--- src/rtl/mem_wb_reg.sv ---
// -----------------------------------------------------------------------------
// mem_wb_reg
//   MEM/WB pipeline register of the multistage MIPS datapath. It sits right
//   after the data memory and captures the load result, the ALU result, the
//   destination register and the write-back controls. It drives the selected
//   write-back value to the register file and to the forwarding unit.
//   Supports stall (hold), flush (bubble) and keeps saturating counters of
//   retired instructions and retired loads.
//
// Parameters
//   DW  datapath width (dm_out, mem_alu_out, wb_data)
//   RW  register-index width
//   CW  width of each performance counter
//
// Ports
//   clock         in   1   rising-edge clock
//   reset_n       in   1   asynchronous active-low reset
//   stall         in   1   hold all state
//   flush         in   1   insert a bubble
//   mem_valid     in   1   MEM stage holds a real instruction
//   dm_out        in   DW  load data from data memory
//   mem_alu_out   in   DW  ALU result from EX/MEM
//   mem_rd        in   RW  destination register index
//   mem_RegWrite  in   1   instruction writes the register file
//   mem_MemtoReg  in   1   1 = write back load data, 0 = ALU result
//   clr_cnt       in   1   synchronous clear of both counters
//   wb_valid      out  1   WB stage holds a real instruction
//   wb_RegWrite   out  1   register-file write enable
//   wb_rd         out  RW  register-file write index
//   wb_data       out  DW  write-back value
//   fwd_en        out  1   forwarding source valid (write to a non-zero reg)
//   retired_cnt   out  CW  instructions that left WB
//   load_cnt      out  CW  loads that left WB
// -----------------------------------------------------------------------------
module mem_wb_reg #(
  parameter int DW = 32,
  parameter int RW = 5,
  parameter int CW = 32
) (
  input  logic          clock,
  input  logic          reset_n,
  input  logic          stall,
  input  logic          flush,
  input  logic          mem_valid,
  input  logic [DW-1:0] dm_out,
  input  logic [DW-1:0] mem_alu_out,
  input  logic [RW-1:0] mem_rd,
  input  logic          mem_RegWrite,
  input  logic          mem_MemtoReg,
  input  logic          clr_cnt,
  output logic          wb_valid,
  output logic          wb_RegWrite,
  output logic [RW-1:0] wb_rd,
  output logic [DW-1:0] wb_data,
  output logic          fwd_en,
  output logic [CW-1:0] retired_cnt,
  output logic [CW-1:0] load_cnt
);

  logic          r_valid;
  logic          r_regwrite;
  logic          r_memtoreg;
  logic [RW-1:0] r_rd;
  logic [DW-1:0] r_dm;
  logic [DW-1:0] r_alu;
  logic [CW-1:0] r_retired;
  logic [CW-1:0] r_loads;

  // The instruction currently in WB moves on at this edge.
  logic          w_leave;
  logic          w_retired_max;
  logic          w_loads_max;

  assign w_leave       = r_valid & ~stall;
  assign w_retired_max = &r_retired;
  assign w_loads_max   = &r_loads;

  // Pipeline register. A flush clears only the control fields; the data
  // registers keep their old contents since nothing qualifies them anymore.
  always_ff @(posedge clock or negedge reset_n) begin
    if (!reset_n) begin
      r_valid    <= 1'b0;
      r_regwrite <= 1'b0;
      r_memtoreg <= 1'b0;
      r_rd       <= '0;
      r_dm       <= '0;
      r_alu      <= '0;
    end else if (flush) begin
      r_valid    <= 1'b0;
      r_regwrite <= 1'b0;
      r_memtoreg <= 1'b0;
      r_rd       <= '0;
    end else if (!stall) begin
      r_valid    <= mem_valid;
      // A bubble carrying a stale RegWrite must never write.
      r_regwrite <= mem_RegWrite & mem_valid;
      r_memtoreg <= mem_MemtoReg;
      r_rd       <= mem_rd;
      r_dm       <= dm_out;
      r_alu      <= mem_alu_out;
    end
  end

  // Saturating performance counters; clear wins over increment and is
  // honoured even while stalled. Flush has no effect here.
  always_ff @(posedge clock or negedge reset_n) begin
    if (!reset_n) begin
      r_retired <= '0;
      r_loads   <= '0;
    end else if (clr_cnt) begin
      r_retired <= '0;
      r_loads   <= '0;
    end else if (w_leave) begin
      if (!w_retired_max) begin
        r_retired <= r_retired + CW'(1);
      end
      if (r_memtoreg && !w_loads_max) begin
        r_loads <= r_loads + CW'(1);
      end
    end
  end

  assign wb_valid    = r_valid;
  assign wb_RegWrite = r_regwrite & r_valid;
  assign wb_rd       = r_rd;
  assign wb_data     = r_memtoreg ? r_dm : r_alu;
  assign fwd_en      = wb_RegWrite & (r_rd != '0);
  assign retired_cnt = r_retired;
  assign load_cnt    = r_loads;

endmodule
--- config.mk ---
export PLATFORM = sky130hd
export DESIGN_NAME = mem_wb_reg
export DESIGN_NICKNAME = d
export VERILOG_FILES = /design/src/rtl/mem_wb_reg.sv
export SDC_FILE = /design/constraint.sdc
export NUM_CORES = 1
export LEC_CHECK = 0
export CORE_ASPECT_RATIO = 0.8
export CORE_MARGIN = 2
export CORE_UTILIZATION = 45
export CTS_CLUSTER_DIAMETER = 50
export DETAILED_ROUTE_END_ITERATION = 10
export PLACE_DENSITY = 0.78
export SLEW_MARGIN = 10
export SYNTH_ARGS = -nofsm -noshare
export SYNTH_HDL_FRONTEND = slang
export SYNTH_SLANG_ARGS = --single-unit
--- constraint.sdc ---
create_clock -name clock -period 4.43 [get_ports clock]
set_clock_uncertainty 0.05 [all_clocks]
set_input_delay 0.443 -clock clock [delete_from_list [all_inputs] [get_ports clock]]
set_output_delay 0.443 -clock clock [all_outputs]
set_load 0.005 [all_outputs]
# Word-level counts from Yosys, hierarchy flattened
# Index checks and enable logic that the tools add are counted.
# totals
mem_bits_ro	0
latch_bits	0
n_memories	0
register_bits	136
output_inout_bits	104
ramBits	0
# op_classes
n_mul	0
div_mod_pow	0
n_addsub	2
bitwise_logic	6
muxes	15
n_eq_ne	2
n_reduce_logical	10
n_lt_le_gt_ge	0
shifts	0
# ops
op	count
$mux 32	7
$add 32x1->32 const B	2
$reduce_and 32->1	2
$mux 5	2
$mux 1	6
$reduce_and 2->1	3
$reduce_bool 5->1	1
$and 1x1->1	4
$reduce_bool 2->1	2
$ne 2x1->1 const B	1
$ne 2x2->1 const B	1
$not 1->1	2
$logic_and 1x1->1	1
$logic_not 1->1	1

# Depth between registers and ports, before layout
# Gate-level depths: netlist of run 1.
# depth
ltp_word	6
depth_mapped	9

# Worst setup path after synthesis of run 1
# OpenSTA, ideal clock, no wires.
# synth_path
path_kind	flip-flop to flip-flop
from	register r_loads[27], in the netlist load_cnt[27]
to	register r_loads[21], in the netlist load_cnt[21]
stages_incl_launch_ff	7
arrival_time_ns	1.960
setup_slack_ns	2.293
t_required_ns	4.252
synth_period_minus_slack_ns	2.137
setup_time_ns	0.128
path_buffers	1
cell_sequence	dfrtp_1 > nand3_1 > or3_1 > nor4_4 > buf_4 > nor3_1 > mux2_1
# synth_via
elab_chain_cells	5
# synth_lines
element	line_no	rtl
from (decl)	67	logic [CW-1:0] r_loads;
from (signal assigned)	118	r_loads <= r_loads + CW'(1);
$reduce_and 32->1	76	assign w_loads_max = &r_loads;
$logic_not 1->1	117	if (r_memtoreg && !w_loads_max) begin
$logic_and 1x1->1	117	
$reduce_bool 2->1 (no source line)	--	
$reduce_and 2->1 (no source line)	--	
# No other way between the ends.
# A chain may end at the register's enable or synchronous reset.

# Final worst setup path of run 1
# layout_path
from	register r_loads[11], in the netlist load_cnt[11]
to	register r_loads[21], in the netlist load_cnt[21]
# layout_via
elab_chain_cells	5
elab_cells_between_ends	9
# layout_lines
element
parallel branches: the longest is 5 deep, another holds $add 32x1->32
# Several ways; the timed one is not identified. The select of a mux whose other input is x is not followed.

==> run_results.csv, run 1 <==
group,metric,value,unit
outcome,status,"finished clean",
timing,finalCritPeriodShare,67.51,%
synthesis,yosysWarnings,0,
synthesis,syn_area_per_cell,10.99,sq um
drt,drc,0,
global_route,grt_pass1_vias,5708,
layout,drive_gt1_share,20.00,%
pwr,peakVddDrop,332.7,uV
synthesis,synth_edf_count,0,
worst_setup_path,rr_worst_depth,5,
synthesis,ys_seq_area_share,49.73,%
drt,routed_wl,17.87,mm
global_route,antenna_found_initial,0,
synthesis,synth_area,6844,sq um
timing,fin_tns_setup,0,ns
synthesis,synth_nets,702,
synthesis,synthAdderAreaFrac,0.3656,%
worst_setup_path,endpoint_kind,"register",
placement,gp_congestion,0.9022,
layout,final_common_cell,"clkdlybuf4s50_1",
timing,worst_pin_slew,1.141,ns
global_route,grt_pass1_wl,29.50,mm
floorplanning,num_io_pins,181,
synthesis,synth_top_family_by_area,"multiplexers",
worst_setup_path,critPathLaunchType,"register",
synthesis,ys_ff_latch,136,
floorplanning,coreArea,14960,sq um
layout,nNetsFinal,877,
timing,rsz0062_at_grt,"no",
clocking,cts_max_level,4,
clocking,post_cts_buffers,0,
placement,pre_cts_slack,1.312,ns
timing,slew_headroom,23.38,%
layout,n_antenna_cell,0,
floorplanning,num_rows,40,
global_route,grtUsageTotal,22.92,%
placement,place_area,8781,sq um
clocking,cts_hold_buf,0,
layout,final_cell_mix,"clkdlybuf4s50_1 (178), dfrtp_1 (136), mux2_2 (106)",
clocking,clkLatencyLatePin,0.42,ns
floorplanning,die_h,114.3,um
timing,hold_viol_final,0,
floorplanning,dieWidth,141.9,um
drt,first_pass_iters,5,
clocking,cts_tree,"yes",
layout,stdcell_area,9374,sq um
synthesis,synth_top_area_cell,"dfrtp_1",
timing,slew_viol_final,0,
drt,ant_nets,0,
worst_setup_path,cp_max_fo,27,
clocking,cts-resized-gates,0,
hold_path,worstHoldPathType,"in2async",
timing,period_needed,2.991,ns
timing,clock.fmax,334.4,MHz
synthesis,synth_cell_types,56,
worst_setup_path,r2r_slack,1.44,ns
worst_setup_path,cp.required,4.67,ns
timing,setup_viol,0,
layout,fin_util,62.64,%
synthesis,synth_compound_area_share,8.446,%
synthesis,synthXorXnorAreaFrac,1.536,%
placement,portBuffers,180,
clocking,cts_num_sinks,136,
synthesis,post_synth_and_or_nand_nor_area_fraction,18.39,%
worst_setup_path,critPathKind,"reg2reg",
clocking,clockBufferDepth,2,
clocking,cts_buffers,17,
drt,wl_per_cell,17.89,um
drt,routed-via-count,5696,
worst_setup_path,r2r-start,"load_cnt[11]",
synthesis,synth_area_leaders,"dfrtp_1 (50%), mux2_2 (17%), a21oi_1 (3.1%), nor2_1 (2.7%), nand3_1 (2.0%)",
synthesis,yosys-mux-area-fraction,18.79,%
timing,whs,0.09799,ns
clocking,clk_pin_slew,0.06,ns
job,max-cap-violations,0,
synthesis,synth_flop_cell,"dfrtp_1",
synthesis,synth_top_cell_area_share,49.73,%
drt,drt_iter0_markers,371,
synthesis,syn_inst,623,
placement,hpwlAfterDp,12.49,mm
drt,viasPerCell,5.702,
clocking,cts_root_buf,"clkbuf_16",
timing,setup_ws,1.439,ns
global_route,grt_overflow,0,
synthesis,async_reset_ff_share,100.0,%
worst_setup_path,timing.rr.end,"load_cnt[21]",
floorplanning,die-area,16220,sq um
pwr,power_density,344.2,nW/um^2
floorplanning,initial_utilization,45.74,%
global_route,grt_max_degree,108,
layout,syn2layout_area_growth,36.97,%
worst_setup_path,critPathArrivalTime,3.23,ns
pwr,p_leak,3.604,nW
[routing by layer]
layer	share of wire (%)	vias up	track usage, %
li1	-	2664	-
met1	44	2801	29.98
met2	46	211	35.76
met3	9.0	20	8.783
met4	1.3	0	6.600
met5	0	-	0
[logic make-up after synthesis]
| group | Yosys count |
|---|---|
| adder cells (fa/ha/maj) | 2 |
| AND/OR/NAND/NOR | 224 |
| AO/OA/AOI/OAI | 95 |
| XOR/XNOR | 12 |
| multiplexers | 115 |
| buffers and inverters | 39 |
| flip-flops | 136 |
[per-stage QoR]
stage,std cells,power (mW)
after floorplan,623,1.573
after global placement,968,1.806
after detailed placement,968,1.823
after CTS,999,3.258
after global routing,999,3.356
final,999,3.226
[registers in the layout (all words and copies together), names as in the netlist]
| name | flops |
|---|---|
| r_memtoreg | 1 |
| wb_rd | 5 |
| r_regwrite | 1 |
| r_alu | 32 |
| r_dm | 32 |
| retired_cnt | 32 |
| load_cnt | 32 |
| wb_valid | 1 |
[critical path, stage by stage, from the launching register on]
cell	delay, ns
dfrtp_1	0.44
nand4_1	0.39
or3_1	0.55
nor4_4	0.94
nor3_1	0.14
mux2_1	0.35
[worst max path at each step]
stage                     cells past startpoint  slack (ns)      endpoint    startpoint
final                                         5        1.44  load_cnt[21]  load_cnt[11]
after global routing                          5        1.26  load_cnt[21]  load_cnt[11]
after CTS                                     5        1.51  load_cnt[21]  load_cnt[11]
after detailed placement                      7        1.31  load_cnt[15]         stall
after global placement                        7        1.33  load_cnt[15]         stall
after floorplan                               6        2.29  load_cnt[21]  load_cnt[27]
[synth_stat cells, types with 3 or more instances]
| cell | n |
|---|---|
| and3_1 | 5 |
| nor2b_1 | 12 |
| mux2i_1 | 7 |
| nand2_1 | 27 |
| nand3_1 | 27 |
| a21oi_1 | 42 |
| nand4_1 | 20 |
| buf_1 | 4 |
| or4_1 | 14 |
| nor4b_1 | 3 |
| clkbuf_1 | 17 |
| nor2_1 | 49 |
| or2_2 | 5 |
| and4_1 | 4 |
| xnor2_1 | 7 |
| inv_1 | 8 |
| or3_1 | 19 |
| o31ai_1 | 16 |
| nor3_1 | 8 |
| o211ai_1 | 3 |
| nor4_1 | 13 |
| o21ai_0 | 20 |
| buf_2 | 5 |
| mux2_2 | 106 |
| dfrtp_1 | 136 |
| xor2_1 | 5 |
[power by group]
| group | leakage [nW] | switching (mW) | internal [mW] | total (mW) |
|---|---|---|---|---|
| sequential | 1.75 | 0.0499 | 1.33 | 1.38 |
| combinational | 1.56 | 0.147 | 0.273 | 0.419 |
| clock | 0.292 | 0.524 | 0.899 | 1.42 |
| total | 3.60 | 0.721 | 2.51 | 3.23 |
[layout make-up]
class	count	area, sq um
clock buffers	24	501.7
clock inverters	7	91.34
well taps	189	236.5
multi-input cells	448	3261
repair buffers	187	1851
flip-flops and latches	136	3403
inverters	8	30.03
fillers	1187	5590
Note: power is estimated with default switching activity, not from simulation.
==> run 2: changes to the inputs <==
- CORE_UTILIZATION: 45 -> 44
- PLACE_DENSITY: 0.78 -> 0.79
- clock period: 4.43 -> 2.5 ns (I/O delays scaled with it)
==> run 2 against run 1 <==
Compared with the run above:
- total power up 81%
- cell count up 4.8%
- die area up 2.2%
- first-iteration DRC count up 26%
- critical path type is now reg2out
- critical endpoint is now wb_data[15]
- largest power group unchanged
==> run_results.csv, run 2 (synthesis gave the netlist of run 1 again) <==
group,metric,value,unit
timing,fin_tns_setup,0,ns
worst_setup_path,slowest_delay,0.48,ns
placement,pre_cts_slack,0.03936,ns
global_route,grt_pass1_vias,6019,
clocking,cts_root_buf,"clkbuf_16",
layout,multiInputGateArea,3261,sq um
pwr,peakVddDrop,495.9,uV
pwr,switching_share,22.41,%
timing,rsz0062_at_grt,"no",
worst_setup_path,critPathArrivalTime,2.07,ns
drt,first_pass_iters,5,
global_route,grt_overflow,0,
timing,finalCritPeriodShare,94.89,%
timing,setup_ws,0.1277,ns
placement,place_area,9020,sq um
layout,stdcell_area,9654,sq um
layout,drive_gt1_share,22.58,%
drt,routed_wl,18.07,mm
clocking,clkLatencyLatePin,0.42,ns
layout,final_cell_mix,"clkdlybuf4s50_1 (178), dfrtp_1 (136), mux2_2 (106)",
floorplanning,die-area,16570,sq um
layout,fillers,1155,
hold_path,worstHoldPathType,"in2async",
outcome,status,"finished clean",
timing,clock.fmax,421.5,MHz
drt,drc,0,
global_route,grt_max_degree,65,
clocking,cts-resized-gates,0,
drt,viasPerCell,5.618,
layout,n_antenna_cell,0,
worst_setup_path,critPathBufInv,2,
worst_setup_path,critPathLaunchType,"register",
pwr,combPwrFrac,12.8,%
timing,period_needed,2.372,ns
floorplanning,dieWidth,143.4,um
pwr,p_int,4.533,mW
clocking,clockBufferDepth,2,
pwr,p_sw,1.309,mW
clocking,cts_buffers,17,
placement,hpwlAfterDp,12.89,mm
worst_setup_path,cp_cell_sequence,"buf_4 > mux2_2 > clkdlybuf4s50_1",
layout,final_common_cell,"clkdlybuf4s50_1",
layout,seq_area,3403,sq um
worst_setup_path,cp_slowest_cell,"clkdlybuf4s50_1",
worst_setup_path,critPathKind,"reg2out",
drt,ant_nets,0,
floorplanning,num_rows,40,
layout,syn2layout_area_growth,41.06,%
job,max-cap-violations,0,
clocking,clk_pin_slew,0.06,ns
worst_setup_path,cp.required,2.20,ns
clocking,cts_tree,"yes",
floorplanning,initial_utilization,45.28,%
timing,slew_viol_final,0,
pwr,p_leak,3.750,nW
floorplanning,die_h,115.6,um
worst_setup_path,path_delay_family,"buffers and inverters",
worst_setup_path,endpoint_kind,"output port",
drt,wl_per_cell,17.26,um
pwr,finalPower,5.842,mW
global_route,antenna_found_initial,0,
clocking,cts_num_sinks,136,
floorplanning,coreArea,15110,sq um
timing,setup_viol,0,
timing,hold_viol_final,0,
pwr,power_density,605.1,nW/um^2
layout,fin_util,63.87,%
pwr,p_seq_share,41.9,%
placement,gp_congestion,0.9023,
drt,routed-via-count,5882,
placement,portBuffers,180,
global_route,grtUsageTotal,22.61,%
floorplanning,num_io_pins,181,
timing,whs,0.3329,ns
clocking,cts_max_level,4,
worst_setup_path,cp_max_fo,33,
pwr,clock_power_share,45.2,%
timing,worst_pin_slew,0.6050,ns
layout,nNetsFinal,903,
drt,drt_iter0_markers,466,
timing,slew_headroom,59.67,%
placement,dp_cells,1014,
layout,final_cells,1047,
global_route,grt_pass1_wl,29.72,mm
-- run 2: changes by cell type in the layout (fill, tap and decap cells not counted) --
cell / before / now
buf_4: 7 / 30
buf_12: 0 / 2
clkinv_4: 1 / 0
clkbuf_1: 2 / 1
clkinv_2: 3 / 2
inv_6: 0 / 2
bufinv_16: 2 / 3
clkbuf_8: 5 / 4
clkinvlp_4: 1 / 3
dlygate4sd3_1: 0 / 1
-- run 2: layout make-up --
class | instances | share of cell area [%]
sequential | 136 | 35.25
multi-input combinational | 448 | 33.77
timing repair buffer | 213 | 21.47
clock buffer | 22 | 5.016
tap | 210 | 2.722
clock inverter | 10 | 1.452
inverter | 8 | 0.3110
-- run 2: routing by layer --
| layer | wire, um | vias to the layer above | track usage (%) |
|---|---|---|---|
| li1 | - | 2721 | - |
| met2 | 8647 | 230 | 36.32 |
| met5 | 0 | - | 0 |
| met1 | 7544 | 2908 | 28.54 |
| met4 | 238 | 0 | 6.536 |
| met3 | 1636 | 23 | 8.967 |
-- run 2: power groups by stage --
stage                     Sequential [mW]  Combinational, mW  Clock (mW)
after floorplan                      2.46              0.332           0
after global placement               2.47              0.737           0
after detailed placement             2.49              0.755           0
after CTS                            2.45              0.764        2.69
after global routing                 2.47              0.816        2.79
final                                2.45              0.751        2.64
-- run 2: path summary, 6_finish.rpt --
path | start | endpoint | slack, ns | cells after the start
worst max-delay path | r_memtoreg | wb_data[15] | 0.13 | 3
worst min-delay path | reset_n | retired_cnt[20] | 0.33 | 2
worst max register to register | load_cnt[12] | load_cnt[28] | 0.15 | 5
worst min register to register | r_dm[1] | r_dm[1] | 0.45 | 1
max in group asynchronous | reset_n | r_dm[14] | 1.31 | 3
min in group clock | mem_rd[1] | wb_rd[1] | 0.39 | 3
-- run 2: repair_timing --
item,CTS,global route
setup endpoints to repair,0,0
setup buffers,0,0
hold endpoints to repair,56,0
hold buffers,1,0
